===== src/rtl/dac_host.sv =====
// dac_host: serial transmitter for a 16-bit SPI-style DAC with CS_n framing and an optional LDAC_n commit strobe.
// Optional feature macro DAC_OFFSET_BINARY_EN: invert bit15 on latch (two's complement to offset binary).
`timescale 1ns/1ps
module dac_host #(
  parameter int CLK_DIV  = 1,
  parameter int CS_SETUP = 1,
  parameter int CS_HOLD  = 1,
  parameter int LDAC_W   = 2
) (
  input  logic        clk,
  input  logic        rst_n,
  input  logic        enable,
  input  logic [15:0] data,
  input  logic        valid,
  output logic        ready,
  output logic        CS_n,
  output logic        SCLK,
  output logic        DIN,
  output logic        LDAC_n,
  output logic        done
);

  typedef enum logic [2:0] {
    IDLE  = 3'd0,
    SETUP = 3'd1,
    SHIFT = 3'd2,
    HOLD  = 3'd3,
    LOAD  = 3'd4
  } state_t;

  localparam logic [7:0] DIV_LAST   = 8'(CLK_DIV - 1);
  localparam logic [7:0] SETUP_LAST = 8'(CS_SETUP - 1);
  localparam logic [7:0] HOLD_LAST  = 8'(CS_HOLD - 1);
  localparam logic [7:0] LDAC_LAST  = 8'(LDAC_W - 1);

  state_t      state_r, state_s;
  logic [7:0]  phase_r, phase_s;
  logic [4:0]  bit_r, bit_s;
  logic [15:0] shreg_r, shreg_s;
  logic [15:0] word_s;
  logic        cs_n_r, cs_n_s;
  logic        sclk_r, sclk_s;
  logic        din_r, din_s;
  logic        ldac_n_r, ldac_n_s;
  logic        done_r, done_s;
  logic        ready_r, ready_s;

  function automatic logic [15:0] latch_word(input logic [15:0] w);
`ifdef DAC_OFFSET_BINARY_EN
    return {~w[15], w[14:0]};
`else
    return w;
`endif
  endfunction

  assign word_s = latch_word(data);

  // Frame sequencer: next state, counters and next values of every registered output.
  always_comb begin
    state_s  = state_r;
    phase_s  = phase_r + 8'd1;
    bit_s    = bit_r;
    shreg_s  = shreg_r;
    cs_n_s   = cs_n_r;
    sclk_s   = sclk_r;
    din_s    = din_r;
    ldac_n_s = ldac_n_r;
    done_s   = 1'b0;
    case (state_r)
      IDLE: begin
        phase_s = 8'd0;
        if (valid && ready_r) begin
          state_s = SETUP;
          shreg_s = word_s;
          bit_s   = 5'd0;
          cs_n_s  = 1'b0;
          sclk_s  = 1'b0;
          din_s   = word_s[15];
        end else begin
          cs_n_s   = 1'b1;
          sclk_s   = 1'b0;
          ldac_n_s = 1'b1;
        end
      end
      SETUP: begin
        if (phase_r == SETUP_LAST) begin
          state_s = SHIFT;
          phase_s = 8'd0;
        end else begin
          phase_s = phase_r + 8'd1;
        end
      end
      SHIFT: begin
        if (phase_r == DIV_LAST) begin
          phase_s = 8'd0;
          if (!sclk_r) begin
            sclk_s = 1'b1;
          end else if (bit_r == 5'd15) begin
            sclk_s  = 1'b0;
            state_s = HOLD;
          end else begin
            // Rotating keeps the next bit in [14] without shifting zeros into unused positions.
            sclk_s  = 1'b0;
            bit_s   = bit_r + 5'd1;
            shreg_s = {shreg_r[14:0], shreg_r[15]};
            din_s   = shreg_r[14];
          end
        end else begin
          phase_s = phase_r + 8'd1;
        end
      end
      HOLD: begin
        if (phase_r == HOLD_LAST) begin
          phase_s = 8'd0;
          cs_n_s  = 1'b1;
          if (LDAC_W > 0) begin
            state_s  = LOAD;
            ldac_n_s = 1'b0;
          end else begin
            state_s = IDLE;
            done_s  = 1'b1;
          end
        end else begin
          phase_s = phase_r + 8'd1;
        end
      end
      LOAD: begin
        if (phase_r == LDAC_LAST) begin
          phase_s  = 8'd0;
          ldac_n_s = 1'b1;
          state_s  = IDLE;
          done_s   = 1'b1;
        end else begin
          phase_s = phase_r + 8'd1;
        end
      end
      default: begin
        state_s  = IDLE;
        phase_s  = 8'd0;
        cs_n_s   = 1'b1;
        sclk_s   = 1'b0;
        ldac_n_s = 1'b1;
      end
    endcase
    ready_s = (state_s == IDLE) && enable;
  end

  // State, counters and output registers with synchronous active-low reset.
  always_ff @(posedge clk) begin
    if (!rst_n) begin
      state_r  <= IDLE;
      phase_r  <= 8'd0;
      bit_r    <= 5'd0;
      shreg_r  <= 16'd0;
      cs_n_r   <= 1'b1;
      sclk_r   <= 1'b0;
      din_r    <= 1'b0;
      ldac_n_r <= 1'b1;
      done_r   <= 1'b0;
      ready_r  <= 1'b0;
    end else begin
      state_r  <= state_s;
      phase_r  <= phase_s;
      bit_r    <= bit_s;
      shreg_r  <= shreg_s;
      cs_n_r   <= cs_n_s;
      sclk_r   <= sclk_s;
      din_r    <= din_s;
      ldac_n_r <= ldac_n_s;
      done_r   <= done_s;
      ready_r  <= ready_s;
    end
  end

  assign ready  = ready_r;
  assign CS_n   = cs_n_r;
  assign SCLK   = sclk_r;
  assign DIN    = din_r;
  assign LDAC_n = ldac_n_r;
  assign done   = done_r;

endmodule

===== config.mk =====
export PLATFORM = sky130hd
export DESIGN_NAME = dac_host
export DESIGN_NICKNAME = d
export VERILOG_FILES = /design/src/rtl/dac_host.sv
export SDC_FILE = /design/constraint.sdc
export NUM_CORES = 1
export LEC_CHECK = 0
export BUFFER_PORTS_ARGS = -buffer_cell sky130_fd_sc_hd__clkbuf_2
export CAP_MARGIN = 30
export CORE_AREA = 2 2 70 72
export DETAILED_ROUTE_END_ITERATION = 10
export DIE_AREA = 0 0 72 74
export GPL_TIMING_DRIVEN = 0
export PLACE_DENSITY = 0.65
export SLEW_MARGIN = 20
export SYNTH_ARGS = -nofsm -noshare
export SYNTH_HDL_FRONTEND = slang
export SYNTH_SLANG_ARGS = --single-unit
export TNS_END_PERCENT = 20

===== constraint.sdc =====
create_clock -name clk -period 2.2 [get_ports clk]
set_input_delay 0.11 -clock clk [delete_from_list [all_inputs] [get_ports clk]]
set_output_delay 0.11 -clock clk [all_outputs]
set_load 0.005 [all_outputs]

==> flow_summary_export.csv, run 1 <==
group,metric,value,unit
run_status,outcome,"finished, final reports clean",
clock_network,cts_tree,"built",
setup_path,cp_num_buf_inv,1,
layout,nets,249,
timing,tns,0,ns
placement,dpl.hpwl,2580,µm
synth,syn_area_per_cell,9.22,µm²
setup_path,arrival,2.12,ns
min_path,min_path_type,"in2reg",
setup_path,slowest_delay,0.34,ns
setup_path,critPathKind,"reg2reg",
layout,layout-drive-gt1-share,0.209,
global_route,grtUsageTotal,0.154,
clock_network,clock_path_buffers,2,
die,die_width,72,µm
clock_network,insertion_delay,0.29,ns
synth,syn_inst,193,
layout,fillers,461,
synth,seq_area_frac_synth,0.416,
timing,fmax,0.513,GHz
timing,slew_headroom,0.607,
synth,ys_ff_latch,37,
drt,ant_nets,0,
global_route,grt_pass1_vias,1388,
synth,syn_nets,218,
synth,synth_cell_types,37,
clock_network,clock_sinks,37,
synth,yosysWarnings,0,
drt,routed_wl,3650,µm
global_route,grt_pass1_wl,6380,µm
drt,drc,0,
placement,portBuffers,24,
setup_path,worstPathCellList,"ha_1, and3_1, ha_1, nor2b_1, nand4_2, nand2_2, buf_4, a21oi_1",
timing,finalSetupViolCount,0,
timing,worst_slew_pin_slew,0.585,ns
power,worst_ir_drop_vdd,393,µV
die,fp.dieArea,5330,µm²
power,p_per_area,677,nW/µm²
synth,synth_area,1780,µm²
die,die_h,74,µm
timing,finClkSkew,0.00783,ns
clock_network,path_clk_slew,0.08,ns
setup_path,end_kind,"flop",
timing,slew_violations,0,
timing,holdWs,0.0717,ns
placement,place_congestion,0.783,
drt,drt_iter0_markers,92,
setup_path,cp_common_cell,"ha_1",
timing,hold_violations,0,
clock_network,cts_root_buffer,"clkbuf_8",
global_route,grt_start_max_net_pins,12,
drt,drt-pass1-iter-count,4,
setup_path,startpoint_type,"flop",
drt,routed_via_density,5.29,
global_route,grt_overflow_total,0,
setup_path,critPathSlowestCell,"dfxtp_1",
clock_network,cts_inserted_buffers,5,
die,initial_core_util,0.387,
die,fp-row-count,25,
die,ioPinCount,26,
layout,antenna_cells,0,
run,maxCapViolCount,0,
setup_path,cp_top_family,"simple AND/OR/NAND/NOR gates",
layout,syn2layout_area_growth,17.2,%
setup_path,path_max_fanout,10,
timing,rsz0062_at_grt,"false",
timing,fin_crit_sh,0.886,
setup_path,cp.required,2.37,ns
die,core_area,4600,µm²
power,p_leak,0.875,nW
clock_network,postCtsHoldBufs,0,
drt,wl_per_cell,13.1,µm
timing,post-route-min-period,1.95,ns
global_route,antenna_found_initial,0,
power,power,1.41,mW
drt,vias,1476,
clock_network,htreeDepth,2,
## metrics by stage
step                       util  setup slack (ns)  std cells  area, µm²
after floorplan               -             0.456        193       1780
after global placement    0.428             0.170        271       1970
after detailed placement  0.428             0.169        271       1970
after CTS                 0.453             0.142        279       2080
after global routing      0.454            0.0691        279       2090
final                     0.454             0.250        279       2090
## path summary, 6_finish.rpt
| kind | start | slack (ns) | end | depth (start not counted) |
|---|---|---|---|---|
| worst max-delay path | bit_r[0] | 0.25 | shreg_r[11] | 8 |
| worst min-delay path | enable | 0.07 | ready | 2 |
| worst max register to register | bit_r[0] | 0.25 | shreg_r[11] | 8 |
| worst min register to register | bit_r[4] | 0.47 | bit_r[4] | 2 |
## placed cells by master, fill, tap and decap left out, types with 2 or more instances in the layout
cell / count
mux2i_1: 16
a21oi_1: 24
nor2_1: 13
inv_1: 6
clkbuf_1: 5
nand3b_1: 2
or3_1: 2
clkbuf_2: 24
buf_2: 5
nand3_1: 10
xnor2_1: 3
o21ai_0: 5
ha_1: 5
nor3b_2: 2
and3_1: 5
nor3_1: 3
buf_4: 2
xor2_1: 4
nand4_1: 2
nand2_1: 7
buf_6: 2
clkbuf_8: 6
dfxtp_1: 37
nor2b_1: 3
o31ai_1: 16
## Yosys cell counts
| library cell | n | area, µm² |
|---|---|---|
| dfxtp_1 | 37 | 741 |
| nand3b_1 | 2 | 15.0 |
| clkbuf_1 | 4 | 15.0 |
| a21oi_1 | 24 | 120 |
| buf_2 | 5 | 25.0 |
| xnor2_1 | 3 | 26.3 |
| and3b_1 | 1 | 8.76 |
| o21ai_1 | 1 | 5.00 |
| xor2_1 | 4 | 35.0 |
| or3_1 | 2 | 12.5 |
| buf_6 | 2 | 22.5 |
| a31oi_1 | 1 | 6.26 |
| buf_4 | 2 | 15.0 |
| nand4_1 | 2 | 12.5 |
| o21ai_0 | 5 | 25.0 |
| o31ai_1 | 16 | 120 |
| nand4b_1 | 1 | 8.76 |
| and3_1 | 5 | 31.3 |
| mux2i_1 | 16 | 160 |
| nand2_1 | 8 | 30.0 |
| ha_1 | 5 | 62.6 |
| a211oi_1 | 1 | 7.51 |
| or3b_2 | 1 | 8.76 |
| mux2_2 | 1 | 11.3 |
| nand4_2 | 1 | 12.5 |
| o21a_1 | 1 | 7.51 |
| and2_1 | 1 | 6.26 |
| nor2b_1 | 3 | 18.8 |
| a211o_1 | 1 | 8.76 |
| nor3_1 | 3 | 15.0 |
| nand3_1 | 10 | 50.1 |
| inv_1 | 6 | 22.5 |
| nor3b_2 | 2 | 25.0 |
| nor4_4 | 1 | 21.3 |
| nor2_1 | 13 | 48.8 |
| and4_1 | 1 | 8.76 |
| o32ai_1 | 1 | 8.76 |
## what timing repair did
| action | CTS | global route |
|---|---|---|
| endpoints found under the setup margin | 0 | 10 |
| resized for setup | 0 | 1 |
| setup buffers | 0 | 0 |
## registers in the layout, summed over array words and instances (netlist names)
register  count
CS_n          1
LDAC_n        1
state_r       3
phase_r       8
SCLK          1
shreg_r      16
bit_r         5
ready         1
done          1
## metal layers
| metal | track usage | share of wire | up-vias |
|---|---|---|---|
| met3 | 0.0407 | 0.037 | 4 |
| met5 | 0 | 0 | - |
| li1 | - | - | 763 |
| met4 | 0.0755 | 0.014 | 0 |
| met1 | 0.208 | 0.50 | 683 |
| met2 | 0.228 | 0.45 | 26 |
## layout make-up
type / count / area (µm²) / area share
clock buffers: 7 / 86.3 / 0.0414
repair buffers: 24 / 120 / 0.0576
flip-flops and latches: 37 / 741 / 0.355
well taps: 54 / 67.6 / 0.0324
plain buffers: 13 / 77.6 / 0.0372
multi-input cells: 137 / 941 / 0.451
inverters: 6 / 22.5 / 0.0108
clock inverters: 1 / 30.0 / 0.0144
## power breakdown
| part | internal (mW) | switching, mW | total [mW] |
|---|---|---|---|
| Clock | 0.370 | 0.237 | 0.606 |
| Sequential | 0.690 | 0.0107 | 0.700 |
| Combinational | 0.0495 | 0.0564 | 0.106 |
| Total | 1.11 | 0.304 | 1.41 |
## logic make-up after synthesis
logic type	Yosys count	share of synthesized area
mux	17	0.0963
fa+ha+maj	5	0.0352
simple gates	57	0.188
compound gates	51	0.174
buf+inv	19	0.0562
flops	37	0.416
xor+xnor	7	0.0345
Power figures use the tool's default switching activity.
==> run 2: changes to the inputs <==
--- a/config.mk
+++ b/config.mk
@@ -7,9 +7,10 @@
 export LEC_CHECK = 0
 export BUFFER_PORTS_ARGS = -buffer_cell sky130_fd_sc_hd__clkbuf_2
 export CAP_MARGIN = 30
-export CORE_AREA = 2 2 70 72
+export CORE_AREA = 2 2 67 75
+export CTS_BUF_LIST = sky130_fd_sc_hd__clkbuf_4
 export DETAILED_ROUTE_END_ITERATION = 10
-export DIE_AREA = 0 0 72 74
+export DIE_AREA = 0 0 69 77
 export GPL_TIMING_DRIVEN = 0
 export PLACE_DENSITY = 0.65
 export SLEW_MARGIN = 20
==> flow_summary_export.csv, run 2 (same netlist as run 1, synthesis figures left out) <==
group,metric,value,unit
power,clkPwrFrac,0.373,
layout,syn2layout_area_growth,15.8,%
timing,rsz0062_at_grt,"false",
setup_path,cp_common_cell,"ha_1",
global_route,grt_pass1_vias,1400,
drt,wl_per_cell,12.6,µm
min_path,min_path_type,"in2reg",
power,p_switching,0.311,mW
timing,post-route-min-period,1.96,ns
run_status,outcome,"finished, final reports clean",
power,p_leak,0.859,nW
clock_network,cts_root_buffer,"clkbuf_4",
clock_network,postCtsSetupBuffers,0,
setup_path,slowest_delay,0.36,ns
die,die_width,69,µm
global_route,grt_pass1_wl,6210,µm
power,intPower,0.976,mW
setup_path,cp.required,2.45,ns
drt,drc,0,
global_route,grt_start_max_net_pins,13,
setup_path,arrival,2.20,ns
power,seq_power_share,0.545,
placement,placed_area,1970,µm²
die,fp-row-count,26,
layout,final_area,2060,µm²
clock_network,htreeDepth,2,
drt,routed_via_density,5.22,
setup_path,critPathKind,"reg2reg",
die,initial_core_util,0.391,
global_route,grtUsageTotal,0.142,
setup_path,end_kind,"flop",
power,p_comb_frac,0.082,
placement,dpl.hpwl,2580,µm
timing,slew_headroom,0.630,
layout,largest-register,"shreg_r",
drt,drt-pass1-iter-count,4,
drt,drt_iter0_markers,84,
layout,nets,250,
die,fp.dieArea,5310,µm²
run,maxCapViolCount,0,
timing,tns,0,ns
power,p_per_area,624,nW/µm²
clock_network,clock_sinks,37,
setup_path,worstPathCellList,"ha_1, and3_1, ha_1, nor2b_1, nand4_2, nand2_2, buf_4, a21oi_1",
timing,fmax,0.511,GHz
timing,finClkSkew,0.0119,ns
power,worst_ir_drop_vdd,325,µV
timing,hold_violations,0,
die,core_area,4550,µm²
die,ioPinCount,26,
layout,final_common_cell,"dfxtp_1",
timing,worst_slew_pin_slew,0.552,ns
global_route,antenna_found_initial,0,
global_route,grt_overflow_total,0,
placement,place_congestion,0.760,
clock_network,clock_path_buffers,2,
setup_path,startpoint_type,"flop",
timing,finalSetupViolCount,0,
placement,portBuffers,24,
clock_network,path_clk_slew,0.13,ns
timing,fin_crit_sh,0.890,
drt,routed_wl,3550,µm
setup_path,critPathSlowestCell,"dfxtp_1",
layout,final_cell_mix,"dfxtp_1 (37), a21oi_1 (24), clkbuf_2 (24), mux2i_1 (16), o31ai_1 (16)",
drt,ant_nets,0,
setup_path,path_max_fanout,10,
clock_network,cts_tree,"built",
layout,top_regs,"shreg_r x16, phase_r x8, bit_r x5",
layout,layout-drive-gt1-share,0.208,
timing,slew_violations,0,
layout,largest_reg_flops,16,
clock_network,cts_inserted_buffers,5,
layout,antenna_cells,0,
power,switching_share,0.242,
clock_network,insertion_delay,0.36,ns
drt,vias,1472,
die,die_h,77,µm
run 2: worst paths after layout:
kind / slack (ns) / startpoint / endpoint / depth (start not counted)
setup / recovery: 0.24 / bit_r[0] / shreg_r[15] / 8
hold / removal: 0.03 / data[6] / shreg_r[6] / 3
setup reg to reg: 0.24 / bit_r[0] / shreg_r[15] / 8
hold reg to reg: 0.48 / LDAC_n / LDAC_n / 1
run 2: cell type report:
class,count,area [µm²]
fill,471,2490
multi-input combinational,137,941
sequential,37,741
timing repair buffer,25,130
buffer,13,77.6
tap,56,70.1
clock inverter,3,41.3
clock buffer,5,37.5
inverter,6,22.5
run 2: metal layers:
metal,share of wire,track usage,vias up
met4,0.016,0.0706,0
met1,0.47,0.183,674
met5,0,0,-
met2,0.47,0.222,25
met3,0.042,0.0342,6
li1,-,-,767
run 2: power groups by stage:
stage          Clock [mW]  Sequential [mW]  Combinational (mW)
2_1_floorplan           0            0.713              0.0707
3_5_place_dp            0            0.716               0.105
5_1_grt             0.511            0.703               0.121
3_3_place_gp            0            0.715               0.105
4_1_cts             0.485            0.700               0.107
6_report            0.480            0.701               0.106
run 2: what timing repair did:
action                                  in CTS  in global routing
endpoints found under the setup margin       0                  4
hold buffers                                 1                  0
gates resized for setup                      0                  1
hold endpoints to repair                     1                  0
run 2: through the flow:
stage | cells | util | power [mW] | hold slack (ns) | worst slack [ns]
6_report | 282 | 0.452 | 1.29 | 0.0286 | 0.242
5_1_grt | 282 | 0.452 | 1.33 | 0.0473 | 0.0748
4_1_cts | 282 | 0.452 | 1.29 | 0.0333 | 0.143
3_5_place_dp | 273 | 0.432 | 0.821 | 0.347 | 0.177
3_3_place_gp | 273 | 0.432 | 0.820 | 0.343 | 0.192
2_1_floorplan | 193 | - | 0.784 | 0.263 | 0.456
run 2: worst max-delay path, delay by kind of cell, from the launching register on:
family | cells | cell delay (ns)
simple gates | 4 | 0.81
flops | 1 | 0.36
fa+ha+maj | 2 | 0.40
compound gates | 1 | 0.08
buf+inv | 1 | 0.20
